===== src/rtl/stream_producer_pkg.sv =====
// Shared definitions for the xdrs core-to-core handshake (prdy/crdy/cerr/data).
// Holds the FSM state encodings, the default retry delay, the default width of
// the statistic counters and the data width. Other protocol blocks import this
// package as well.
package stream_producer_pkg;

  localparam logic [1:0] S_IDLE  = 2'd0;
  localparam logic [1:0] S_SEND  = 2'd1;
  localparam logic [1:0] S_RETRY = 2'd2;

  localparam int DEF_RETRY_DELAY = 16;
  localparam int DEF_CNT_BW      = 32;
  localparam int DATA_W          = 32;

endpackage


===== src/rtl/prod_fifo.sv =====
// Synchronous FIFO that buffers the producer's outgoing words.
// Ports: clk, rstn (async active-low); push/wdata write at the tail; pop
// advances the head; head_data is the combinational head word; count, full and
// empty report occupancy. A push while full and a pop while empty are ignored.
// Reset clears the storage, so head_data reads 0 out of reset.
module prod_fifo
  import stream_producer_pkg::*;
#(
  parameter int DEPTH = 4,
  parameter int DW    = DATA_W
) (
  input  logic                     clk,
  input  logic                     rstn,
  input  logic                     push,
  input  logic [DW-1:0]            wdata,
  input  logic                     pop,
  output logic [DW-1:0]            head_data,
  output logic [$clog2(DEPTH):0]   count,
  output logic                     full,
  output logic                     empty
);

  localparam int AW = $clog2(DEPTH);
  localparam int CW = AW + 1;

  logic [DEPTH-1:0][DW-1:0] mem;
  logic [AW-1:0]            wr_ptr, rd_ptr;
  logic                     do_push, do_pop;

  assign full      = (count == CW'(DEPTH));
  assign empty     = (count == '0);
  assign do_push   = push & ~full;
  assign do_pop    = pop & ~empty;
  assign head_data = mem[rd_ptr];

  // DEPTH is a power of two, so the pointers wrap by natural overflow.
  always_ff @(posedge clk or negedge rstn) begin
    if (!rstn) begin
      mem    <= '0;
      wr_ptr <= '0;
      rd_ptr <= '0;
      count  <= '0;
    end else begin
      if (do_push) begin
        mem[wr_ptr] <= wdata;
        wr_ptr      <= wr_ptr + AW'(1);
      end
      if (do_pop) rd_ptr <= rd_ptr + AW'(1);
      case ({do_push, do_pop})
        2'b10:   count <= count + CW'(1);
        2'b01:   count <= count - CW'(1);
        default: count <= count;
      endcase
    end
  end

endmodule


===== src/rtl/stream_producer.sv =====
// Upstream producer end of the prdy/crdy/cerr handshake between cores.
// Ports: clk, rstn (async active-low); in_valid/in_data/in_ready is the local
// valid/ready source feeding the FIFO; p_prdy/p_data are offered to the
// consumer, p_crdy completes a transfer, p_cerr (while offered and not
// accepted) triggers a back-off of C_RETRY_DELAY cycles after which the same
// word is re-offered. sent_cnt counts transfers (wrapping); err_cnt counts
// retry entries (saturating).
module stream_producer
  import stream_producer_pkg::*;
#(
  parameter int C_FIFO_DEPTH  = 4,
  parameter int C_RETRY_DELAY = DEF_RETRY_DELAY,
  parameter int C_CNT_BW      = DEF_CNT_BW
) (
  input  logic                clk,
  input  logic                rstn,
  input  logic                in_valid,
  input  logic [DATA_W-1:0]   in_data,
  output logic                in_ready,
  output logic                p_prdy,
  input  logic                p_crdy,
  input  logic                p_cerr,
  output logic [DATA_W-1:0]   p_data,
  output logic [C_CNT_BW-1:0] sent_cnt,
  output logic [C_CNT_BW-1:0] err_cnt
);

  localparam int CW = $clog2(C_FIFO_DEPTH) + 1;
  localparam int RW = $clog2(C_RETRY_DELAY);

  logic [1:0]    state, state_nx;
  logic [RW-1:0] rcnt;
  logic [CW-1:0] count;
  logic          full, empty;
  logic          push, pop, retry_done, enter_retry;

  assign in_ready    = ~full;
  assign push        = in_valid & in_ready;
  assign p_prdy      = (state == S_SEND);
  assign pop         = p_prdy & p_crdy;
  // p_crdy wins over p_cerr: an accepted word is never retried.
  assign enter_retry = p_prdy & ~p_crdy & p_cerr;
  assign retry_done  = (rcnt == RW'(C_RETRY_DELAY - 1));

  prod_fifo #(.DEPTH(C_FIFO_DEPTH), .DW(DATA_W)) u_fifo (
    .clk       (clk),
    .rstn      (rstn),
    .push      (push),
    .wdata     (in_data),
    .pop       (pop),
    .head_data (p_data),
    .count     (count),
    .full      (full),
    .empty     (empty)
  );

  always_comb begin
    state_nx = state;
    case (state)
      S_IDLE:  if (!empty) state_nx = S_SEND;
      S_SEND: begin
        // Drop to idle only when the last word leaves with nothing arriving.
        if (p_crdy) begin
          if (count == CW'(1) && !push) state_nx = S_IDLE;
        end else if (p_cerr) begin
          state_nx = S_RETRY;
        end
      end
      S_RETRY: if (retry_done) state_nx = S_SEND;
      default: state_nx = S_IDLE;
    endcase
  end

  always_ff @(posedge clk or negedge rstn) begin
    if (!rstn) begin
      state    <= S_IDLE;
      rcnt     <= '0;
      sent_cnt <= '0;
      err_cnt  <= '0;
    end else begin
      state <= state_nx;
      // Counter runs 0..C_RETRY_DELAY-1 while in retry: exactly C_RETRY_DELAY
      // cycles with p_prdy low.
      if (state == S_RETRY) rcnt <= retry_done ? '0 : rcnt + RW'(1);
      else                  rcnt <= '0;
      if (pop) sent_cnt <= sent_cnt + C_CNT_BW'(1);
      if (enter_retry && (err_cnt != '1)) err_cnt <= err_cnt + C_CNT_BW'(1);
    end
  end

endmodule


===== config.mk =====
export PLATFORM = sky130hd
export DESIGN_NAME = stream_producer
export DESIGN_NICKNAME = d
export VERILOG_FILES = /design/src/rtl/stream_producer_pkg.sv /design/src/rtl/prod_fifo.sv /design/src/rtl/stream_producer.sv
export SDC_FILE = /design/constraint.sdc
export NUM_CORES = 1
export LEC_CHECK = 0
export BUFFER_PORTS_ARGS = -buffer_cell sky130_fd_sc_hd__buf_2
export CAP_MARGIN = 20
export CORE_UTILIZATION = 38
export CTS_BUF_LIST = sky130_fd_sc_hd__clkbuf_8
export DETAILED_ROUTE_END_ITERATION = 8
export SYNTH_ARGS = -nofsm -noshare
export SYNTH_HDL_FRONTEND = slang
export SYNTH_SLANG_ARGS = --single-unit

===== constraint.sdc =====
create_clock -name clk -period 4.4 [get_ports clk]
set_clock_uncertainty 0.1 [all_clocks]
set_input_delay 0.44 -clock clk [delete_from_list [all_inputs] [get_ports clk]]
set_output_delay 0.44 -clock clk [all_outputs]
set_load 0.01 [all_outputs]

* Yosys cells after proc, flatten, opt, wreduce, memory -nomap -nowiden
Cells that the tools add are included.
Word-level totals: flip-flop bits (word level) 205, input port bits 37, output and inout bits 98, word-level logic and storage cells 64
Cells by class: add/subtract/negate cells 7, $lt $le $gt $ge 3, eq/ne operators 12, multiplexer cells 14, bitwise gates (word level) 9, reductions and logical operators 8
Operator list (count):
- $bwmux W128 | 1
- $add A32 B1 Y32 const B | 2
- $bmux W32 S2 | 1
- $demux W32 S2 | 1
- $mux W32 | 2
- $ne A32 B32 Y1 const B | 1
- $mux W2 | 5
- $mux W4 | 2
- $and A1 B1 Y1 | 6
- $lt A2 B3 Y1 const B | 2
- $pmux W2 S3 | 1
- $pmux W3 S2 | 1
- $add A2 B1 Y2 const B | 2
- $add A4 B1 Y4 const B | 1
- $eq A2 B1 Y1 const B | 2
- $eq A2 B2 Y1 const B | 2
- $eq A4 B4 Y1 const B | 1
- $ne A2 B2 Y1 const B | 2
- $reduce_and A4 Y1 | 1
- $add A3 B1 Y3 const B | 1
- $eq A3 B1 Y1 const B | 1
- $eq A3 B3 Y1 const B | 1
- $logic_and A1 B1 Y1 | 3
- $logic_not A3 Y1 | 1
- other kinds (8) | 10

* Depth between registers and ports, before layout
depth after elaboration 8, mapped depth 10, depth with buffers taken out 9

* Cells and area by module
A second synthesis with hierarchy kept.
Second synthesis, totals: cell total of the unflattened synthesis 647, area total of the unflattened synthesis 9212.6 um2
By module, submodules not included:
- prod_fifo | times used 1, cells an instance 348, area an instance 5963.2 um2, seq. area each 3378.2 um2
- stream_producer | times used 1, cells an instance 299, area an instance 3249.4 um2, seq. area each 1751.7 um2

* Worst setup path after synthesis
Ideal clock, no wire load.
path kind register to output, start point register u_fifo.rd_ptr[0], end point output port p_data[10], data arrival time 1512 ps, required time 3860 ps, path slack 2348 ps, stages on the path, launching flop included 4, path buffers 2, cell sequence dfrtp_1 > clkbuf_1 > buf_2 > mux4_2
On the way: word-level cells in the longest chain between the ends 2
Ends and longest elaborated chain:
- start, declared | line prod_fifo.sv:27 | logic [AW-1:0] wr_ptr, rd_ptr;
- start signal, assigned | line prod_fifo.sv:48 | if (do_pop) rd_ptr <= rd_ptr + AW'(1);
- $bmux W32 S2 | line prod_fifo.sv:34 | assign head_data = mem[rd_ptr];
- $mux W32 (not written as such) | line prod_fifo.sv:34
- end, declared | line stream_producer.sv:23 | output logic [DATA_W-1:0] p_data,
No other way between the ends. The select of a mux whose other input is x is not followed.

* Worst setup path after layout
start point register u_fifo.rd_ptr[0], end point output port p_data[31]
Same word-level chain as after synthesis.

==> impl_results.md <==
* Die Wd at 158 um
* Total wire length at 18,800 um
* Category of the most critical setup path: flip-flop to primary output
* Post-DP Area at 0.0103 sq mm
* Worst reg2reg setup slack at 2.12 ns
* Worst Hold Depth at 2
* Number of DRC markers after the initial detailed-route iteration at 193
* Outcome: complete, no violations
* Num ports at 135
* Synth top area cells: dfrtp_1 (56%), mux2_2 (16%), mux4_2 (7.8%)
* Setup WS post-layout at 1.36 ns
* Clk_lat worst skew at 0.52 ns
* Arr. time, crit path at 2.50 ns
* CTS H-tree lvls at 2
* CP delay by family, top: flip-flops
* Worst min-delay path class: primary input to flip-flop
* Avg Cell Area, Syn at 14.1 sq um
* Design Area, Final at 0.0110 sq mm
* PwrDens at 660 mW/mm^2
* Post-route minimum period at 3.04 ns
* Gr usage total at 15.9%
* Setup Total Neg Slack at 0 ns
* Synthesized area at 0.00922 sq mm
* First-pass GRT wire length at 31,100 um
* Sink Count at 205
* Crit-path max cell delay at 0.90 ns
* Synth area leader: dfrtp_1
* Largest net degree at the start of global routing at 123
* Worst Path Buf+Inv at 2
* TritonCTS Buffers at 39
* Final period utilization at 69.2%
* DRC viols at 0
* Worst slack at placement at 1.80 ns
* Filler Cells Inserted at 2,194
* Max Slew Vio Count at 0
* FF-to-FF End: err_cnt[28]$_DFFE_PN0P_
* Initial Util at 39.0%
* Critical path cell sequence: buf_4, mux4_2, buf_2
* Via count at 5,758
* IO buf count at 134
* Reg2reg start: err_cnt[0]$_DFFE_PN0P_
* Vias in the first global route at 5,899
* Rows at 56
* Peak supply drop at 350 uV
* Initial antenna violation count at 2
* Number of synthesized flops with an enable pin at 0
* Root buffer cell: clkbuf_8
* Worst-Margin Slew at 0.997 ns
* Worst-path fanout max at 23
* Critical path capture point type: primary output
* Layout area overhead at 19.8%
* GPL Wtd Cong at 0.727
* Share of cells above drive strength 1 at 44.8%
* Fmax at 0.329 GHz
* Startpoint types: flip-flop
* Clock Pin Slew Worst Setup and Hold Paths at 0.06 ns
* Synth warn at 0
* Share of flip-flops with an asynchronous set or reset at 100%
* Worst r2r path cells at 6
* Core footprint at 0.0236 sq mm
* Hold Startpoint: in_data[9]
* DRT Pass-1 Iters at 4
* Register area at 0.00513 sq mm
* Critical path's slowest cell: dfrtp_2
* Most used flip-flop cell after synthesis: dfrtp_1
* Slew margin rel. at 33.6%
* Setup Viol. Count Final at 0
* Vias per cell at 4.96
* Hold EP: u_fifo.mem[105]$_DFFE_PN0P_
* Syn nets at 701
* Overflow after GRT at 0
* CTS tree: yes
* Max Cap Viol at 0
* Nets at 863
* Die outline height at 158 um
* Most numerous cell in the Yosys netlist: dfrtp_1
* Unrepaired setup endpoints after global routing: no
* Final hold violation count at 0
* Register bit total from synthesis at 205
* Synthesized instance count at 652
* Seq/Total Area, Yosys at 55.7%
* Leakage at 5.16 nW
* Layout Utilization at 46.8%
* Min Hold Slack at 0.0984 ns
* Clock tree buffer depth at 3
* WP data required at 3.86 ns
* WL per Instance at 16.2 um
* HPWL Detailed at 12,000 um
* ANT nets after route at 0
* Unique masters post-synth at 42
* Multi-input gate area at 0.00392 sq mm
* DIE AREA at 0.0249 sq mm
* Yosys top cell area share at 55.7%
* Top cells by count, synth: dfrtp_1 (205), mux2_2 (129), xnor2_1 (42), nand2_1 (38), mux4_2 (32)
-- cell families after synthesis --
logic type,after synthesis,synth area share [%]
AND/OR/NAND/NOR,155,9.49
buffers and inverters,37,1.81
XOR/XNOR,67,6.37
adder cells (fa/ha/maj),12,1.63
AO/OA/AOI/OAI,13,1.22
multiplexers,163,23.8
flip-flops,205,55.7
-- power breakdown --
| part | internal, W | switching (W) | leakage (nW) | total, W |
|---|---|---|---|---|
| clock | 0.00104 | 0.000770 | 0.450 | 0.00181 |
| combinational | 0.00145 | 0.00101 | 2.16 | 0.00246 |
| sequential | 0.00258 | 0.000440 | 2.55 | 0.00302 |
| total | 0.00508 | 0.00222 | 5.16 | 0.00729 |
-- cells in the final DEF (no fill, tap or decap), types with 2 or more instances in the layout --
cell type    n
nand3_1     19
inv_1       25
nand2_1     38
nor2_1      29
mux4_2      32
dfrtp_1    204
nor4_2       2
clkinv_2     3
or3_1        2
nor3_1       8
and3_1       9
nand2b_1     3
mux2_2     129
nor3_4       2
ha_1        12
buf_2      133
nor4_1       3
o21ai_0      3
a21oi_1      3
diode_2      2
nand4_1     19
and4_1       5
xnor2_1     42
clkbuf_8    53
xor2_1      25
buf_4       10
and2_1       6
nor3_2       3
-- worst max path at each step --
stage / startpoint / to / slack, ns / cells after the start
2_1_floorplan: u_fifo.rd_ptr[0]$_DFFE_PN0P_ / p_data[10] / 2.35 / 3
3_3_place_gp: u_fifo.rd_ptr[0]$_DFFE_PN0P_ / p_data[31] / 1.82 / 3
3_5_place_dp: u_fifo.rd_ptr[0]$_DFFE_PN0P_ / p_data[31] / 1.80 / 3
4_1_cts: u_fifo.rd_ptr[0]$_DFFE_PN0P_ / p_data[31] / 1.23 / 3
5_1_grt: u_fifo.rd_ptr[0]$_DFFE_PN0P_ / p_data[2] / 1.14 / 3
6_report: u_fifo.rd_ptr[0]$_DFFE_PN0P_ / p_data[31] / 1.36 / 3
-- metrics by stage --
stage          instances  power, W
3_3_place_gp        1091   0.00552
6_report            1161   0.00729
3_5_place_dp        1091   0.00557
4_1_cts             1159   0.00745
5_1_grt             1159   0.00782
2_1_floorplan        652   0.00476
-- timing repair --
item,in CTS,in global routing
endpoints found under the setup margin,0,0
resized for setup,0,0
hold buffers,1,0
endpoints found under the hold margin,1,0
setup buffers,0,0
-- routing by layer --
layer,global-route usage (%),part of all wire [%],vias up
li1,-,-,2682
met1,21.6,46,2899
met2,24.8,46,134
met3,3.81,5.6,43
met4,5.64,2.3,0
met5,0,0,-
-- layout make-up --
class / count / share of cell area, %
flip-flops and latches: 205 / 46.5
multi-input cells: 410 / 35.5
repair buffers: 145 / 6.92
clock buffers: 52 / 6.48
well taps: 319 / 3.61
clock inverters: 15 / 0.544
inverters: 13 / 0.442
diodes: 2 / 0.0453
-- state kept, by name, indices dropped and copies added (netlist names) --
name and flops:
u_fifo.mem 128, err_cnt 32, sent_cnt 32, rcnt 4, u_fifo.count 3, state 2
u_fifo.rd_ptr 2, u_fifo.wr_ptr 2
No activity file was read; power rests on OpenSTA's default activity.
